File: src/rtl/sensor_pkg.sv
// rtl/sensor_pkg.sv - shared state encoding and protocol constants for the sensor poll scheduler
package sensor_pkg;

    typedef enum logic [2:0] {
        IDLE,
        SEND,
        WAIT_TX,
        RX_DATA,
        RX_CRC,
        CHECK,
        RECOVER
    } poll_state_t;

    localparam logic [7:0] CRC_POLY   = 8'h07;
    localparam logic [7:0] ALARM_CODE = 8'hFF;

endpackage

File: src/rtl/crc8_calc.sv
// rtl/crc8_calc.sv - combinational CRC-8 over one byte, init 0x00, MSB first, no reflection
module crc8_calc
    import sensor_pkg::*;
(
    input  logic [7:0] data,
    output logic [7:0] crc
);

    always_comb begin
        crc = data;
        for (int i = 0; i < 8; i++) begin
            crc = crc[7] ? ((crc << 1) ^ CRC_POLY) : (crc << 1);
        end
    end

endmodule

File: src/rtl/sensor_poll_scheduler.sv
// rtl/sensor_poll_scheduler.sv - round-robin UART sensor poller with CRC check, retry and fault tracking
// Define SENSOR_POLL_TIMEOUT_EN to treat a silent sensor (no byte within TIMEOUT_CYCLES) as a failed attempt.
module sensor_poll_scheduler
    import sensor_pkg::*;
#(
    parameter int NUM_SENSORS    = 5,
    parameter int TIMEOUT_CYCLES = 50000,
    parameter int MAX_RETRY      = 3
) (
    input  logic        clock,
    input  logic        resetn,
    input  logic        chip_select,
    input  logic        read,
    input  logic        write,
    input  logic [31:0] writedata,
    output logic [31:0] readdata,
    output logic [7:0]  tx_data,
    output logic        tx_wr_en,
    input  logic        tx_busy,
    input  logic [7:0]  rx_data,
    input  logic        rx_rdy,
    output logic        rx_rdy_clr
);

    localparam int RW = (MAX_RETRY > 1) ? $clog2(MAX_RETRY) : 1;

    poll_state_t   state;
    logic [2:0]    cur_id;
    logic          ctrl_en;
    logic [RW-1:0] retry_cnt;
    logic [6:0]    fault;
    logic          valid;
    logic          alarm;
    logic [7:0]    data_byte;
    logic [7:0]    crc_byte;
    logic [7:0]    smp_data;
    logic [7:0]    smp_crc;
    logic [2:0]    smp_id;
    logic [7:0]    calc_crc;
    logic          host_wr;
    logic          host_rd;
    logic          rx_take;
    logic          crc_ok;
    logic          tmo_hit;
    logic          attempt_fail;
    logic          last_try;
    logic          all_faulted;
    logic [6:0]    fault_upd;
    logic [3:0]    next_pick;
    logic [3:0]    first_pick;
    logic          unused_wdata;

    // {found, id}: first healthy sensor after cur in round-robin order, cur itself last.
    function automatic logic [3:0] pick_next(input logic [2:0] cur, input logic [6:0] flt);
        logic [3:0] r;
        int         s;
        r = {1'b0, cur};
        for (int k = NUM_SENSORS; k >= 1; k--) begin
            s = (int'(cur) - 1 + k) % NUM_SENSORS;
            if (!flt[3'(s)]) r = {1'b1, 3'(s + 1)};
        end
        return r;
    endfunction

    crc8_calc u_crc8 (
        .data (data_byte),
        .crc  (calc_crc)
    );

    assign host_wr      = chip_select & write;
    assign host_rd      = chip_select & read;
    // rx_rdy is still high in the cycle our clear pulse is out; don't take the same byte twice.
    assign rx_take      = rx_rdy & ~rx_rdy_clr;
    assign crc_ok       = (calc_crc == crc_byte);
    assign attempt_fail = ((state == CHECK) && !crc_ok) || tmo_hit;
    assign last_try     = (retry_cnt == RW'(MAX_RETRY - 1));
    assign fault_upd    = fault | ((attempt_fail && last_try) ? (7'd1 << (cur_id - 3'd1)) : 7'd0);
    assign next_pick    = pick_next(cur_id, fault_upd);
    assign first_pick   = pick_next(3'(NUM_SENSORS), fault);
    assign all_faulted  = &fault[NUM_SENSORS-1:0];
    assign unused_wdata = ^writedata[31:2];

    assign readdata = {fault[4:0], (state != IDLE), alarm, valid, 5'b0, smp_id, smp_crc, smp_data};

`ifdef SENSOR_POLL_TIMEOUT_EN
    localparam int TW = $clog2(TIMEOUT_CYCLES + 1);
    logic [TW-1:0] tmo_cnt;
    logic          in_rx;

    assign in_rx   = (state == RX_DATA) || (state == RX_CRC);
    assign tmo_hit = in_rx && !rx_take && (tmo_cnt == TW'(TIMEOUT_CYCLES - 1));

    always_ff @(posedge clock or negedge resetn) begin
        if (!resetn) begin
            tmo_cnt <= '0;
        end else if (in_rx && !rx_take && !tmo_hit) begin
            tmo_cnt <= tmo_cnt + 1'b1;
        end else begin
            tmo_cnt <= '0;
        end
    end
`else
    assign tmo_hit = 1'b0;
`endif

    always_ff @(posedge clock or negedge resetn) begin
        if (!resetn) begin
            state      <= IDLE;
            cur_id     <= 3'd1;
            ctrl_en    <= 1'b0;
            retry_cnt  <= '0;
            fault      <= '0;
            valid      <= 1'b0;
            alarm      <= 1'b0;
            data_byte  <= '0;
            crc_byte   <= '0;
            smp_data   <= '0;
            smp_crc    <= '0;
            smp_id     <= '0;
            tx_data    <= '0;
            tx_wr_en   <= 1'b0;
            rx_rdy_clr <= 1'b0;
        end else begin
            tx_wr_en   <= 1'b0;
            rx_rdy_clr <= 1'b0;
            if (host_rd) valid <= 1'b0;

            case (state)
                IDLE: if (ctrl_en && !all_faulted) state <= SEND;
                SEND: if (!tx_busy) begin
                    tx_data  <= {5'b0, cur_id};
                    tx_wr_en <= 1'b1;
                    state    <= WAIT_TX;
                end
                WAIT_TX: if (!tx_busy) state <= RX_DATA;
                RX_DATA: if (rx_take) begin
                    data_byte  <= rx_data;
                    rx_rdy_clr <= 1'b1;
                    state      <= RX_CRC;
                end
                RX_CRC: if (rx_take) begin
                    crc_byte   <= rx_data;
                    rx_rdy_clr <= 1'b1;
                    state      <= CHECK;
                end
                CHECK: if (crc_ok && (data_byte != ALARM_CODE)) begin
                    smp_data  <= data_byte;
                    smp_crc   <= crc_byte;
                    smp_id    <= cur_id;
                    valid     <= 1'b1;
                    retry_cnt <= '0;
                    cur_id    <= next_pick[3] ? next_pick[2:0] : cur_id;
                    state     <= (ctrl_en && next_pick[3]) ? SEND : IDLE;
                end else if (crc_ok) begin
                    alarm     <= 1'b1;
                    retry_cnt <= '0;
                    state     <= RECOVER;
                end
                RECOVER: begin
                    cur_id <= first_pick[3] ? first_pick[2:0] : cur_id;
                    state  <= (ctrl_en && first_pick[3]) ? SEND : IDLE;
                end
                default: state <= IDLE;
            endcase

            if (attempt_fail) begin
                if (last_try) begin
                    fault     <= fault_upd;
                    retry_cnt <= '0;
                    cur_id    <= next_pick[3] ? next_pick[2:0] : cur_id;
                    state     <= (ctrl_en && next_pick[3]) ? SEND : IDLE;
                end else begin
                    retry_cnt <= retry_cnt + 1'b1;
                    state     <= ctrl_en ? SEND : IDLE;
                end
            end

            // Host clear is applied last so it wins over a fault or alarm raised this cycle.
            if (host_wr) begin
                ctrl_en <= writedata[0];
                if (writedata[1]) begin
                    alarm <= 1'b0;
                    fault <= '0;
                end
            end
        end
    end

endmodule

File: config.mk
export PLATFORM = sky130hd
export DESIGN_NAME = sensor_poll_scheduler
export DESIGN_NICKNAME = d
export VERILOG_FILES = /design/src/rtl/sensor_pkg.sv /design/src/rtl/crc8_calc.sv /design/src/rtl/sensor_poll_scheduler.sv
export SDC_FILE = /design/constraint.sdc
export NUM_CORES = 1
export LEC_CHECK = 0
export ABC_CLOCK_PERIOD_IN_PS = 20700
export BUFFER_PORTS_ARGS = -buffer_cell sky130_fd_sc_hd__clkbuf_2
export CORE_ASPECT_RATIO = 1.5
export CORE_MARGIN = 2
export CORE_UTILIZATION = 40
export CTS_CLUSTER_SIZE = 16
export DETAILED_ROUTE_END_ITERATION = 6
export GPL_ROUTABILITY_DRIVEN = 0
export GPL_TIMING_DRIVEN = 0
export PLACE_DENSITY_LB_ADDON = 0.05
export SLEW_MARGIN = 30
export SYNTH_ARGS = -nofsm -noshare
export SYNTH_HDL_FRONTEND = slang
export SYNTH_SLANG_ARGS = --single-unit
File: constraint.sdc
create_clock -name clock -period 20.7 [get_ports clock]
set_clock_uncertainty 0.2 [all_clocks]
set_input_delay 1.035 -clock clock [delete_from_list [all_inputs] [get_ports clock]]
set_output_delay 1.035 -clock clock [all_outputs]
set_load 0.005 [all_outputs]
==> results.toml <==
[grt]
grt_pass1_wl_um = 32700
grt_max_degree = 46
antenna_found_initial = 0
first_global_vias = 6522
overflow = 0
grt_usage_pct = 23.3

[floorplanning]
initial_utilization_pct = 40.5
pin_count = 89
die_h_um = 163
coreArea_mm2 = 0.0167
die-area_mm2 = 0.0180
die_x_um = 110
rows = 58

[placement]
dpl_worst_slack_ns = 10.33
numPortBuffers = 48
placed_cells = 1052
place_hpwl_um = 16000

[yosys]
syn_inst = 784
synth_edf_count = 0
yosysUniqueCellTypes = 107
syn_area_per_cell_um2 = 8.63
synth_top_area_cell = "dfrtp_1"
ys_seq_elements = 58
async_reset_ff_share_pct = 100
yosysWarnings = 0
seq_area_frac_synth_pct = 21.5
synth_area_mm2 = 0.00677
yosysTopAreaCellShare_pct = 21.1
synth.top_cells.by_area = "dfrtp_1, ha_1, mux2_2"
synth_ff_type = "dfrtp_1"

[clock_tree]
cts_tree = "yes"
numClockSinks = 58
cts_resized = 0
numCtsBuffers = 9
hold_buffers = 0
post_cts_buffers = 0
cts_buffer_depth = 2
clock-root-buffer = "clkbuf_16"
path_clk_slew_ns = 0.05
clock_latency_ns = 0.33
cts-htree-levels = 3

[drt]
dr_total_vias = 6274
wl_per_cell_um = 18.9
first_pass_iters = 4
remaining_drc_errors = 0
via_per_inst = 5.87
drt_iter0_drc = 340
totalWireLength_um = 20200
ant_nets = 0

[critical_path]
cp_slowest_cell = "dfstp_2"
max_stage_delay_ns = 0.67
worstRegToRegCells = 35
path_class = "register to register"
startpoint = "cur_id[0]$_DFF_PN1_"
cp_common_cell = "ha_1"
worstSetupEndpointType = "register"
cp.arrival_ns = 10.43
cp-start-kind = "register"
path_max_fanout = 15
crit_required_ns = 20.71
reg2reg_from = "cur_id[0]$_DFF_PN1_"

[timing]
fin_crit_sh_pct = 50.4
rsz0062_at_grt = "false"
slew_violations = 0
slew_headroom_pct = 54.5
worst_pin_slew_ns = 0.680
setup_viol = 0
finalWorstSetupSlack_ns = 10.27
hold_viol = 0
holdWs_ns = 0.281
period_minus_slack_ns = 10.43
fmax_mhz = 95.9
tns_ns = 0

[cells_and_area]
area_growth_pct = 13.2
antenna_cells = 0
nNetsFinal = 945
layout-drive-gt1-share_pct = 23.8
instances_no_fill = 1068

[min_path]
hp-class = "register to register"
hold_depth = 2
hp-start = "smp_id[0]$_DFFE_PN0P_"

[run_status]
status = "finished clean"

[run]
maxCapViolCount = 0
## cells by family (layout without fill, tap and decap cells)
group                    Yosys count  in the layout  synth area share, %
buffers and inverters             94            159                 7.25
XOR/XNOR                          49             49                 7.34
flip-flops                        58             58                 21.5
multiplexers                      67             67                 11.1
AO/OA/AOI/OAI                    203            203                 23.8
adder cells (fa/ha/maj)           46             46                 8.47
other                              1             10               0.0554
AND/OR/NAND/NOR                  266            266                 20.6
## flip-flops by register name, summed over array words and instances (netlist names)
signal,flops
smp_data,8
cur_id,3
smp_crc,8
state,3
tx_wr_en,1
ctrl_en,1
rx_rdy_clr,1
retry_cnt,2
data_byte,8
fault,7
valid,1
alarm,1
smp_id,3
crc_byte,8
tx_data,3
## Yosys cell counts (15+ instances only)
master    number
a21oi_1       28
buf_4         21
dfrtp_1       57
ha_1          45
inv_1         33
mux2_2        42
mux2i_1       23
nand2_1       68
nand2b_1      16
nand3_1       15
nor2_1        66
nor3_1        15
o21ai_0       26
xnor2_1       35
## layer usage
layer | vias up | global-route usage (%) | wire length, um
met5 | - | 0 | 0
met4 | 0 | 11.6 | 846
met3 | 55 | 2.67 | 681
met2 | 177 | 44.6 | 11200
met1 | 3048 | 24.3 | 7440
li1 | 2994 | - | -
## area by class of cell
type / count / area (um^2)
Fill cell: 1693 / 9030
Sequential cell: 58 / 1450
Tap cell: 210 / 263
Buffer: 55 / 332
Timing Repair Buffer: 49 / 270
Multi-Input combinational cell: 641 / 4860
Clock inverter: 5 / 77.6
Clock buffer: 11 / 243
Inverter: 39 / 159
## cell usage in the layout, fill, tap and decap left out, types with 21 or more instances in the layout
cell | synthesis | routed
nand2_1 | 68 | 68
nor2_1 | 66 | 66
dfrtp_1 | 57 | 57
clkbuf_2 | 0 | 47
ha_1 | 45 | 45
mux2_2 | 42 | 42
xnor2_1 | 35 | 35
inv_1 | 33 | 33
a21oi_1 | 28 | 28
o21ai_0 | 26 | 26
mux2i_1 | 23 | 23
buf_4 | 21 | 21
## worst max-delay path: cells and delay by family, from the launching register on
family	cells	cell delay [ns]
buffers and inverters	9	2.63
XOR/XNOR	3	0.81
AO/OA/AOI/OAI	5	1.05
adder cells (fa/ha/maj)	6	2.09
AND/OR/NAND/NOR	9	2.06
flip-flops	1	0.67
multiplexers	3	0.74
## path summary, 6_finish.rpt
check,slack (ns),to
min reg2reg,0.28,smp_id[0]$_DFFE_PN0P_
max,10.27,state[0]$_DFFE_PN0P_
min,0.28,smp_id[0]$_DFFE_PN0P_
min in group asynchronous,0.39,cur_id[2]$_DFF_PN0_
max reg2reg,10.27,state[0]$_DFFE_PN0P_
max in group asynchronous,19.38,cur_id[0]$_DFF_PN1_
## metrics by stage
stage	area [um^2]	util, %
6_report	7660	45.9
3_5_place_dp	7340	44.0
2_1_floorplan	6800	-
3_3_place_gp	7300	43.7
5_1_grt	7660	45.9
4_1_cts	7660	45.9
Power is left out: the tool's default activity adds up to more than one toggle a clock period on the data nets, which glitch-free logic cannot reach.
